[src/rtl/fx2_pkg.sv]
// Shared FX2 slave-FIFO constants: endpoint addresses, one-hot FSM encodings for both directions,
// and the host test-pattern terminal byte.
package fx2_pkg;

   localparam logic [1:0] FIFO_EP2 = 2'b00;
   localparam logic [1:0] FIFO_EP4 = 2'b01;
   localparam logic [1:0] FIFO_EP6 = 2'b10;
   localparam logic [1:0] FIFO_EP8 = 2'b11;

   // Host test application sends packets counting 1..PATTERN_LAST, then restarts at 1.
   localparam logic [7:0] PATTERN_LAST  = 8'hAA;
   localparam logic [7:0] PATTERN_FIRST = 8'd1;

   // Stream-OUT (host to device) reader states.
   typedef enum logic [4:0] {
      RD_IDLE        = 5'b00001,
      RD_SELECT_FIFO = 5'b00010,
      RD_OE_SETUP    = 5'b00100,
      RD_CHECK_EMPTY = 5'b01000,
      RD_READ        = 5'b10000
   } rd_state_t;

   // Stream-IN (device to host) writer states.
   typedef enum logic [4:0] {
      WR_IDLE        = 5'b00001,
      WR_SELECT_FIFO = 5'b00010,
      WR_CHECK_FULL  = 5'b00100,
      WR_WRITE       = 5'b01000,
      WR_PKTEND      = 5'b10000
   } wr_state_t;

   function automatic logic [7:0] pattern_next(input logic [7:0] d);
      return (d == PATTERN_LAST) ? PATTERN_FIRST : d + 8'd1;
   endfunction

endpackage

[src/rtl/fx2_fifo_out_reader_pattern_checker.sv]
// Tracks the expected incrementing host pattern and counts captured bytes that break it.
// Latency: err_count updates on the capture edge; resynchronises to the received byte after a miss.
module fx2_pattern_checker
   import fx2_pkg::*;
#(
   parameter int CNT_W = 16
) (
   input  logic             clk,
   input  logic             reset,
   input  logic             capture,
   input  logic [7:0]       data,
   output logic [CNT_W-1:0] err_count
);

   localparam logic [CNT_W-1:0] CNT_ONE = {{(CNT_W-1){1'b0}}, 1'b1};
   localparam logic [CNT_W-1:0] CNT_MAX = {CNT_W{1'b1}};

   logic [7:0] expected;

   always_ff @(posedge clk or negedge reset) begin
      if (!reset) begin
         expected  <= PATTERN_FIRST;
         err_count <= '0;
      end else if (capture) begin
         if ((data != expected) && (err_count != CNT_MAX))
            err_count <= err_count + CNT_ONE;
         expected <= pattern_next(data);
      end
   end

endmodule

[src/rtl/fx2_fifo_out_reader.sv]
// FX2 slave-FIFO stream-OUT reader: drains an endpoint into a one-entry valid/ready register.
// One byte per 2 cycles peak; holds off SLRD while the output register is full and unconsumed.
// Pattern checker is built only when FX2_PATTERN_CHECK_EN is defined; otherwise err_count is 0.
module fx2_fifo_out_reader
   import fx2_pkg::*;
#(
   parameter logic [1:0] FIFO_ADDR = FIFO_EP2,
   parameter int         CNT_W     = 16
) (
   input  logic             clk,
   input  logic             reset,
   input  logic             flaga,
   input  logic [7:0]       fdata,
   output logic [1:0]       faddr,
   output logic             sloe,
   output logic             slrd,
   output logic [7:0]       m_data,
   output logic             m_valid,
   input  logic             m_ready,
   output logic [CNT_W-1:0] byte_count,
   output logic [CNT_W-1:0] err_count
);

   localparam logic [CNT_W-1:0] CNT_ONE = {{(CNT_W-1){1'b0}}, 1'b1};

   rd_state_t state, state_nxt;
   logic      read_ok;
   logic      capture;

   assign faddr = FIFO_ADDR;

   // Only strobe when the endpoint has data and the output slot is free or freeing this cycle.
   assign read_ok = flaga && (!m_valid || m_ready);

   always_comb begin
      state_nxt = RD_IDLE;
      case (state)
         RD_IDLE:        state_nxt = RD_SELECT_FIFO;
         RD_SELECT_FIFO: state_nxt = RD_OE_SETUP;
         RD_OE_SETUP:    state_nxt = RD_CHECK_EMPTY;
         RD_CHECK_EMPTY: state_nxt = read_ok ? RD_READ : RD_CHECK_EMPTY;
         RD_READ:        state_nxt = RD_CHECK_EMPTY;
         default:        state_nxt = RD_IDLE;
      endcase
   end

   // Strobes come straight from flops so the FX2 never sees a combinational glitch.
   always_ff @(posedge clk or negedge reset) begin
      if (!reset) begin
         state <= RD_IDLE;
         sloe  <= 1'b1;
         slrd  <= 1'b1;
      end else begin
         state <= state_nxt;
         sloe  <= (state_nxt == RD_IDLE);
         slrd  <= (state_nxt != RD_READ);
      end
   end

   assign capture = !slrd;

   always_ff @(posedge clk or negedge reset) begin
      if (!reset) begin
         m_data     <= 8'd0;
         m_valid    <= 1'b0;
         byte_count <= '0;
      end else begin
         if (capture) begin
            m_data     <= fdata;
            m_valid    <= 1'b1;
            byte_count <= byte_count + CNT_ONE;
         end else if (m_ready) begin
            m_valid <= 1'b0;
         end
      end
   end

`ifdef FX2_PATTERN_CHECK_EN
   fx2_pattern_checker #(
      .CNT_W(CNT_W)
   ) u_pattern_checker (
      .clk       (clk),
      .reset     (reset),
      .capture   (capture),
      .data      (fdata),
      .err_count (err_count)
   );
`else
   assign err_count = '0;
`endif

endmodule

[config.mk]
export PLATFORM = sky130hd
export DESIGN_NAME = fx2_fifo_out_reader
export DESIGN_NICKNAME = d
export VERILOG_FILES = /design/src/rtl/fx2_pkg.sv /design/src/rtl/fx2_fifo_out_reader_pattern_checker.sv /design/src/rtl/fx2_fifo_out_reader.sv
export SDC_FILE = /design/constraint.sdc
export NUM_CORES = 1
export LEC_CHECK = 0
export ABC_AREA = 1
export ABC_CLOCK_PERIOD_IN_PS = 1600
export BUFFER_PORTS_ARGS = -buffer_cell sky130_fd_sc_hd__buf_4
export CAP_MARGIN = 15
export CORE_ASPECT_RATIO = 1.5
export CORE_MARGIN = 2
export CORE_UTILIZATION = 39
export CTS_CLUSTER_DIAMETER = 200
export DETAILED_ROUTE_END_ITERATION = 8
export HOLD_SLACK_MARGIN = 0.08
export PLACE_DENSITY = 0.64
export SYNTH_ARGS = -nofsm -noshare
export SYNTH_HDL_FRONTEND = slang
export SYNTH_SLANG_ARGS = --single-unit
[constraint.sdc]
create_clock -name clk -period 1.6 [get_ports clk]
set_clock_uncertainty 0.1 [all_clocks]
set_input_delay 0.32 -clock clk [delete_from_list [all_inputs] [get_ports clk]]
set_output_delay 0.32 -clock clk [all_outputs]
set_load 0.005 [all_outputs]
==> impl_metrics.env, run 1 <==
export IMPL_critPathArrivalTime_ns=1.11
export IMPL_ys_types=26
export IMPL_fp_dieW_um=56.8
export IMPL_rr_endpoint="byte_count[8]"
export IMPL_area_growth_pct=23.4
export IMPL_clock_sinks=32
export IMPL_met2_usage=0.245
export IMPL_ant_nets=0
export IMPL_die_area_um2=4720
export IMPL_first_iter_violations=21
export IMPL_post_route_drc_count=0
export IMPL_end_kind="output pin"
export IMPL_status="complete, no violations"
export IMPL_grt_total_usage=0.144
export IMPL_peakVddDrop_v=0.000790
export IMPL_setup_viol=0
export IMPL_synth_area_per_cell_um2=8.31
export IMPL_max_stage_delay_ns=0.67
export IMPL_worstHoldPathCells=3
export IMPL_pwr_density_cell_nw_per_um2=1200
export IMPL_design_core_area_um2=3990
export IMPL_synth_async_reset_ratio=1.00
export IMPL_cp_cell_sequence="buf_4"
export IMPL_min_path_type="primary input to register"
export IMPL_period_minus_slack_ns=1.53
export IMPL_cp_required_ns=1.18
export IMPL_reg2reg_slack_ns=0.16
export IMPL_hold_worst_slack_ns=0.126
export IMPL_die_h_um=83.1
export IMPL_drive_gt1_frac=0.253
export IMPL_r2r_start="byte_count[1]"
export IMPL_final_common_cell="nand2_1"
export IMPL_synth_area_um2=1630
export IMPL_grt_busiest_layer="met2"
export IMPL_drt_first_pass_iters=4
export IMPL_wl_per_cell_um=10.9
export IMPL_tns_ns=0
export IMPL_routed_wl_um=3110
export IMPL_final_cell_mix="62 x nand2_1, 40 x buf_4, 29 x dfrtp_1"
export IMPL_ys_flop_type="dfrtp_1"
export IMPL_synth_cells=196
export IMPL_grt_pass1_vias=1190
export IMPL_antenna_found_initial=0
export IMPL_p_leak_nw=1.06
export IMPL_vias=1315
export IMPL_clockBufferDepth=2
export IMPL_diodes=0
export IMPL_maxCapViolCount=0
export IMPL_grt_setup_unrepaired="false"
export IMPL_ff2ff_path_depth=5
export IMPL_cts_max_level=2
export IMPL_crit_type="register to output pin"
export IMPL_clock_root_buffer="clkbuf_8"
export IMPL_path_clk_slew_ns=0.07
export IMPL_io_pins=57
export IMPL_cp_num_buf_inv=1
export IMPL_worstSkewPairLatency_ns=0.28
export IMPL_gr_total_overflow=0
export IMPL_grt_start_max_net_pins=33
export IMPL_start_kind="register"
export IMPL_slew_violations=0
export IMPL_viasPerCell=4.60
export IMPL_cp_max_fo=10
export IMPL_cts_buffers=5
export IMPL_rows=28
export IMPL_fin_nets=253
export IMPL_yosys_register_bits=32
export IMPL_io_buffers=38
export IMPL_final_period_utilization=0.954
export IMPL_start_util=0.408
export IMPL_fmax_ghz=0.655
export IMPL_cp_top_family="flip-flops"
export IMPL_hold_viol=0
export IMPL_met3_usage=0.0358
export IMPL_cpMaxStageDelayCell="dfstp_2"
export IMPL_ys_seq_area_frac=0.494
export IMPL_yosys_warnings=0
export IMPL_cts_tree="yes"
export IMPL_gp_congestion=0.767
export IMPL_dp_hpwl_um=2300
export IMPL_path_depth=1
export IMPL_holdCritStartpoint="fdata[3]"
export IMPL_hold_end="m_data[3]"
export IMPL_synth_edf_count=0
export IMPL_use_met1=0.165
export IMPL_grt_pass1_wl_um=5260
## sequential cells by signal, indices dropped and copies added (netlist names)
name        cells
m_valid         1
sloe            1
slrd            1
byte_count     16
state           5
m_data          8
## report_power, final
| group | total (mW) | internal, mW | leakage [nW] | switching, mW |
|---|---|---|---|---|
| clock | 0.685 | 0.392 | 0.0515 | 0.292 |
| sequential | 1.14 | 1.02 | 0.411 | 0.122 |
| combinational | 0.593 | 0.324 | 0.600 | 0.268 |
## synth_stat cells, types with 2 or more instances
cell type  instances  area, um2
buf_4             18        135
dfstp_2            3       78.8
nand2_1           62        233
nor2_2             3       18.8
nor2_1            14       52.6
inv_1             21       78.8
xnor2_1            3       26.3
dfrtp_1           29        726
nand4_1            9       56.3
nor3_1             2       10.0
o21ai_0            2       10.0
xor2_1             3       26.3
buf_2              3       15.0
nand3b_1           2       15.0
inv_2              2       7.51
nor2_4             2       22.5
nand3_1            9       45.0
## cell type report
| type | count | area, um2 |
|---|---|---|
| tap | 45 | 56.3 |
| fill | 385 | 1990 |
| multi-input combinational | 137 | 651 |
| inverter | 23 | 86.3 |
| timing repair buffer | 41 | 310 |
| clock buffer | 8 | 100 |
| sequential | 32 | 805 |
## routing by layer
metal / part of all wire / wire, um
met1: 0.41 / 1280
met2: 0.51 / 1580
met3: 0.059 / 185
met4: 0.020 / 62
met5: 0 / 0
## stage by stage
| stage | area [um2] | cells | utilization | setup WS, ns | power [mW] |
|---|---|---|---|---|---|
| 6_report | 2010 | 286 | 0.503 | 0.0732 | 2.42 |
| 4_1_cts | 2010 | 286 | 0.503 | 0.0592 | 2.45 |
| 3_3_place_gp | 1900 | 277 | 0.475 | 0.228 | 1.75 |
| 3_5_place_dp | 1900 | 277 | 0.475 | 0.165 | 1.75 |
| 2_1_floorplan | 1690 | 213 | - | 0.242 | 1.45 |
| 5_1_grt | 2010 | 286 | 0.503 | 0.0155 | 2.60 |
## repair_timing
action / in CTS / in global routing
setup buffers: 0 / 0
gates resized for setup: 0 / 0
endpoints found under the setup margin: 0 / 0
hold buffers: 1 / 0
hold endpoints to repair: 29 / 0
## how the worst max path moves through the flow
stage | startpoint | end | slack [ns]
finish | slrd | slrd | 0.07
detailed placement | byte_count[1] | byte_count[8] | 0.16
floorplan | byte_count[0] | byte_count[8] | 0.24
CTS | slrd | slrd | 0.06
global placement | byte_count[1] | byte_count[8] | 0.23
global route | slrd | slrd | 0.02
## kinds of logic (layout without fill, tap and decap cells)
family | after synthesis | count (layout) | share of synthesized area
flops | 32 | 32 | 0.494
other cells | 1 | 18 | 0.00230
fa+ha+maj | 1 | 1 | 0.00769
compound gates | 5 | 5 | 0.0169
simple gates | 107 | 107 | 0.301
buf+inv | 44 | 72 | 0.145
xor+xnor | 6 | 6 | 0.0323
No activity file was read; power rests on OpenSTA's default activity.
==> run 2, diff against run 1 <==
CELL_PAD_IN_SITES_DETAIL_PLACEMENT = 0   (was not set)
CELL_PAD_IN_SITES_GLOBAL_PLACEMENT = 2   (was not set)
CORE_UTILIZATION = 27   (was 39)
PLACE_DENSITY = 0.76   (was 0.64)
SYNTH_HIERARCHICAL = 1   (was not set)
==> impl_metrics.env, run 2 <==
export IMPL_dp_hpwl_um=2710
export IMPL_muxShareOfSynthArea=0
export IMPL_yosys_register_bits=32
export IMPL_start_kind="register"
export IMPL_drive_gt1_frac=0.265
export IMPL_max_stage_delay_ns=0.68
export IMPL_switching_share=0.290
export IMPL_worstSkewPairLatency_ns=0.28
export IMPL_synth_top_cells_by_area="dfrtp_1 45%, nand2_1 14%, buf_4 8.3%"
export IMPL_period_minus_slack_ns=1.55
export IMPL_crit_type="register to output pin"
export IMPL_pwr_share_seq=0.472
export IMPL_peakVddDrop_v=0.000572
export IMPL_viasPerCell=4.13
export IMPL_drt_first_pass_iters=4
export IMPL_fin_nets=257
export IMPL_gp_congestion=0.745
export IMPL_r2r_start="byte_count[2]"
export IMPL_yosys_area_share_simple=0.301
export IMPL_io_pins=57
export IMPL_cts_tree="yes"
export IMPL_fmax_ghz=0.647
export IMPL_ys_top_cells_by_count="62 x nand2_1, 29 x dfrtp_1, 21 x inv_1"
export IMPL_first_iter_violations=56
export IMPL_cp_num_buf_inv=1
export IMPL_gr_total_overflow=0
export IMPL_wl_per_cell_um=11.4
export IMPL_fill_cells=625
export IMPL_design_core_area_um2=5830
export IMPL_synth_most_common_cell="nand2_1"
export IMPL_final_period_utilization=0.967
export IMPL_synth_top_area_share=0.446
export IMPL_cts_setup_buffers=0
export IMPL_grt_pass1_vias=1299
export IMPL_clock_root_buffer="clkbuf_8"
export IMPL_die_area_um2=6680
export IMPL_fp_dieW_um=67.4
export IMPL_die_h_um=99.1
export IMPL_synth_area_leader_cell="dfrtp_1"
export IMPL_diodes=0
export IMPL_ys_flop_type="dfrtp_1"
export IMPL_cp_cell_sequence="buf_4"
export IMPL_grt_setup_unrepaired="false"
export IMPL_hold_viol=0
export IMPL_final_cell_mix="62 x nand2_1, 44 x buf_4, 29 x dfrtp_1"
export IMPL_critPathArrivalTime_ns=1.13
export IMPL_pwr_density_cell_nw_per_um2=1160
export IMPL_fin_area_um2=2070
export IMPL_path_clk_slew_ns=0.07
export IMPL_synth_xor_area_frac=0.0323
export IMPL_synth_cells=196
export IMPL_path_depth=1
export IMPL_ys_types=26
export IMPL_combPwrFrac=0.259
export IMPL_synth_compound_area_frac=0.0169
export IMPL_startpoint="slrd"
export IMPL_grt_start_max_net_pins=33
export IMPL_synth_fa_ha_area_frac=0.00769
export IMPL_area_growth_pct=26.9
export IMPL_io_buffers=38
export IMPL_antenna_found_initial=0
export IMPL_ant_nets=0
export IMPL_synth_area_um2=1630
export IMPL_grt_total_usage=0.122
export IMPL_clockBufferDepth=2
export IMPL_top_regs="byte_count x16, m_data x8, state x5"
export IMPL_p_int_mw=1.70
export IMPL_min_path_type="primary input to register"
export IMPL_pwr_share_clk=0.270
export IMPL_reg2reg_slack_ns=0.19
export IMPL_cts_max_level=2
export IMPL_p_switching_mw=0.697
export IMPL_ff2ff_path_depth=6
export IMPL_setup_viol=0
export IMPL_clock_sinks=32
export IMPL_synth_top_family_by_area="simple AND/OR/NAND/NOR gates"
export IMPL_ys_seq_area_frac=0.494
export IMPL_p_leak_nw=1.08
export IMPL_grt_pass1_wl_um=6150
export IMPL_rr_endpoint="byte_count[11]"
export IMPL_final_common_cell="nand2_1"
export IMPL_cp_top_family="flip-flops"
export IMPL_slew_violations=0
export IMPL_hold_worst_slack_ns=0.127
export IMPL_tns_ns=0
export IMPL_cpMaxStageDelayCell="dfstp_2"
export IMPL_regMostFlops="byte_count"
export IMPL_synth_async_reset_ratio=1.00
export IMPL_synth_edf_count=0
export IMPL_post_dp_cell_area_um2=1960
export IMPL_cp_endpoint="slrd"
export IMPL_cp_max_fo=10
export IMPL_maxCapViolCount=0
export IMPL_routed_wl_um=3600
export IMPL_largest_register_ffs=16
export IMPL_yosys_warnings=6
export IMPL_status="complete, no violations"
export IMPL_post_route_drc_count=0
export IMPL_rows=34
export IMPL_vias=1309
export IMPL_start_util=0.279
export IMPL_end_kind="output pin"
export IMPL_cp_required_ns=1.18
export IMPL_synth_area_per_cell_um2=8.31
export IMPL_cts_buffers=5
[run 2: cell types whose count changed in the layout (fill, tap and decap cells not counted), sizes merged]
cell / before / now
buf: 40 / 44
clkbuf: 8 / 7
clkinvlp: 0 / 1
[run 2: how the worst min path moves through the flow]
stage	slack [ns]	endpoint	from	cells after the start
2_1_floorplan	-0.08	byte_count[0]	reset	0
3_3_place_gp	0.20	byte_count[9]	reset	1
3_5_place_dp	0.20	byte_count[5]	reset	1
4_1_cts	0.12	m_data[4]	fdata[4]	3
5_1_grt	0.13	m_data[1]	fdata[1]	3
6_report	0.13	m_data[2]	fdata[2]	3
[run 2: through the flow]
| stage | worst slack, ns | cells | util | power, mW |
|---|---|---|---|---|
| after detailed placement | 0.204 | 308 | 0.337 | 1.78 |
| after global routing | 0.0105 | 317 | 0.354 | 2.57 |
| after CTS | 0.0410 | 317 | 0.354 | 2.45 |
| final | 0.0536 | 317 | 0.354 | 2.40 |
| after global placement | 0.201 | 308 | 0.337 | 1.78 |
| after floorplan | 0.242 | 213 | - | 1.45 |
[run 2: cell families (layout without fill, tap and decap cells)]
kind of cell	after synthesis	in the layout
AOI/OAI and AO/OA	5	5
and+or+nand+nor	107	107
DFF	32	32
adders and majority gates	1	1
other	1	18
buffers and inverters	44	76
xor gates and xnor gates	6	6
[run 2: area by class of cell]
class / instances / area (um2) / share of cell area
clock buffer: 7 / 86.3 / 0.0418
clock inverter: 1 / 7.51 / 0.00363
inverter: 23 / 86.3 / 0.0418
multi-input combinational: 137 / 651 / 0.315
sequential: 32 / 805 / 0.389
tap: 72 / 90.1 / 0.0436
timing repair buffer: 45 / 340 / 0.165
[run 2: timing repair]
action / in CTS / in global routing
hold endpoints to repair: 29 / 0
hold buffers: 1 / 0
gates resized for setup: 0 / 0
endpoints found under the setup margin: 0 / 0
[run 2: power groups by stage]
stage	combinational [mW]	sequential [mW]	clock [mW]
floorplan	0.291	1.16	0
global placement	0.633	1.15	0
detailed placement	0.639	1.14	0
CTS	0.638	1.13	0.681
global route	0.710	1.15	0.705
finish	0.621	1.13	0.648
[run 2: routing by layer]
metal  global-route usage  vias to the layer above  part of all wire
met2                0.209                       43              0.53
met4               0.0455                        0             0.018
met3               0.0373                        6             0.058
li1                     -                      669                 -
met5                    0                        -                 0
met1                0.139                      591              0.40
[run 2: worst register-to-register path, stage by stage, from the launching register on]
cell and delay, ns:
dfrtp_1 0.51, nand3_2 0.17, nor2_4 0.21, nand2_4 0.08, nor2_2 0.13, nand3_1 0.09
nand2_1 0.06
==> run 3, diff against run 2 <==
GPL_TIMING_DRIVEN = 0   (was not set)
==> impl_metrics.env, run 3 (synthesis gave the netlist of run 2 again) <==
export IMPL_rows=34
export IMPL_dp_hpwl_um=2660
export IMPL_hold_end="m_data[1]"
export IMPL_gp_congestion=0.783
export IMPL_reg2reg_slack_ns=0.12
export IMPL_p_leak_nw=1.15
export IMPL_grt_pass1_wl_um=5780
export IMPL_hold_viol=0
export IMPL_p_total_mw=2.36
export IMPL_io_pins=57
export IMPL_clock_sinks=32
export IMPL_grt_total_usage=0.116
export IMPL_cts_buffers=5
export IMPL_setup_viol=0
export IMPL_cts_max_level=2
export IMPL_vias=1334
export IMPL_status="complete, no violations"
export IMPL_start_util=0.279
export IMPL_die_area_um2=6680
export IMPL_cp_max_fo=8
export IMPL_clock_root_buffer="clkbuf_8"
export IMPL_top_regs="byte_count x16, m_data x8, state x5"
export IMPL_gr_total_overflow=0
export IMPL_crit_type="register to register"
export IMPL_path_clk_slew_ns=0.07
export IMPL_grt_pass1_vias=1295
export IMPL_critPathArrivalTime_ns=1.55
export IMPL_drt_first_pass_iters=4
export IMPL_slew_violations=0
export IMPL_largest_register_ffs=16
export IMPL_period_minus_slack_ns=1.48
export IMPL_viasPerCell=4.02
export IMPL_io_buffers=38
export IMPL_fill_cells=614
export IMPL_clockBufferDepth=2
export IMPL_post_route_drc_count=0
export IMPL_pwr_density_cell_nw_per_um2=1090
export IMPL_multi_input_area_um2=651
export IMPL_die_h_um=99.1
export IMPL_wl_per_cell_um=10.8
export IMPL_r2r_start="byte_count[0]"
export IMPL_min_path_type="primary input to register"
export IMPL_fin_util=0.371
export IMPL_tns_ns=0
export IMPL_regArea_um2=806
export IMPL_worstSkewPairLatency_ns=0.28
export IMPL_cp_required_ns=1.67
export IMPL_holdCritStartpoint="fdata[1]"
export IMPL_cts_tree="yes"
export IMPL_fp_dieW_um=67.4
export IMPL_routed_wl_um=3590
export IMPL_worstHoldPathCells=3
export IMPL_grt_start_max_net_pins=33
export IMPL_diodes=0
export IMPL_final_period_utilization=0.923
export IMPL_maxCapViolCount=0
export IMPL_ff2ff_path_depth=5
export IMPL_antenna_found_initial=0
export IMPL_final_common_cell="nand2_1"
export IMPL_fmax_ghz=0.677
export IMPL_hold_worst_slack_ns=0.131
export IMPL_peakVddDrop_v=0.000622
export IMPL_final_cell_mix="62 x nand2_1, 56 x buf_4, 28 x dfrtp_1"
export IMPL_start_kind="register"
export IMPL_area_growth_pct=32.7
export IMPL_end_kind="register"
export IMPL_fin_nets=272
export IMPL_design_core_area_um2=5830
export IMPL_drive_gt1_frac=0.308
export IMPL_ant_nets=0
export IMPL_rr_endpoint="byte_count[8]"
export IMPL_first_iter_violations=46
export IMPL_regMostFlops="byte_count"
export IMPL_grt_setup_unrepaired="false"
-- run 3: cell types whose count changed in the layout (fill, tap and decap cells not counted) --
cell | previous run | this run
buf_4 | 44 | 56
buf_2 | 0 | 3
clkbuf_1 | 1 | 2
clkbuf_8 | 6 | 5
clkinv_2 | 0 | 1
clkinvlp_4 | 1 | 0
dfrtp_1 | 29 | 28
dfrtp_2 | 0 | 1
-- run 3: stage by stage --
step                      setup slack (ns)  instance area [um2]  cells
after global routing               0.00600                 2160    332
final                                0.123                 2160    332
after floorplan                      0.242                 1690    213
after detailed placement            0.0865                 2070    323
after CTS                           0.0707                 2160    332
after global placement              0.0997                 2070    323
-- run 3: how the worst max path moves through the flow --
stage                          endpoint  slack, ns          start  cells past startpoint
after floorplan           byte_count[8]       0.24  byte_count[0]                      5
after global placement    byte_count[8]        0.1  byte_count[1]                      5
after detailed placement  byte_count[8]       0.09  byte_count[1]                      5
after CTS                 byte_count[8]       0.07  byte_count[1]                      5
after global routing      byte_count[8]      0.006  byte_count[0]                      5
final                     byte_count[8]       0.12  byte_count[0]                      5
-- run 3: final cells by class --
| cell class | instances | area share |
|---|---|---|
| Buffer | 21 | 0.0695 |
| Tap cell | 72 | 0.0417 |
| Clock buffer | 7 | 0.0353 |
| Timing Repair Buffer | 39 | 0.137 |
| Multi-Input combinational cell | 137 | 0.301 |
| Inverter | 23 | 0.0400 |
| Sequential cell | 32 | 0.373 |
| Clock inverter | 1 | 0.00232 |
-- run 3: report_power, final --
group / switching (mW) / internal, mW / leakage (nW)
clock: 0.291 / 0.305 / 0.0422
sequential: 0.135 / 1.02 / 0.409
combinational: 0.267 / 0.338 / 0.703
total: 0.694 / 1.66 / 1.15
-- run 3: worst max-delay path, cell delays in order (launching register included) --
cell and delay [ns]:
dfrtp_1 0.44, ha_1 0.23, nand3_1 0.13, nor2_4 0.21
nand3b_1 0.12, xor2_1 0.15
-- run 3: timing repair --
action / CTS / global route
hold buffers: 1 / 0
endpoints found under the setup margin: 0 / 1
setup buffers: 0 / 0
resized for setup: 0 / 1
endpoints found under the hold margin: 29 / 0
-- run 3: routing by layer --
metal  GRT usage  vias up  wire length [um]
met5           0        -                 0
met4      0.0502        0                91
met3      0.0396        8               231
met2       0.200       45              1820
met1       0.126      588              1450
li1            -      693                 -
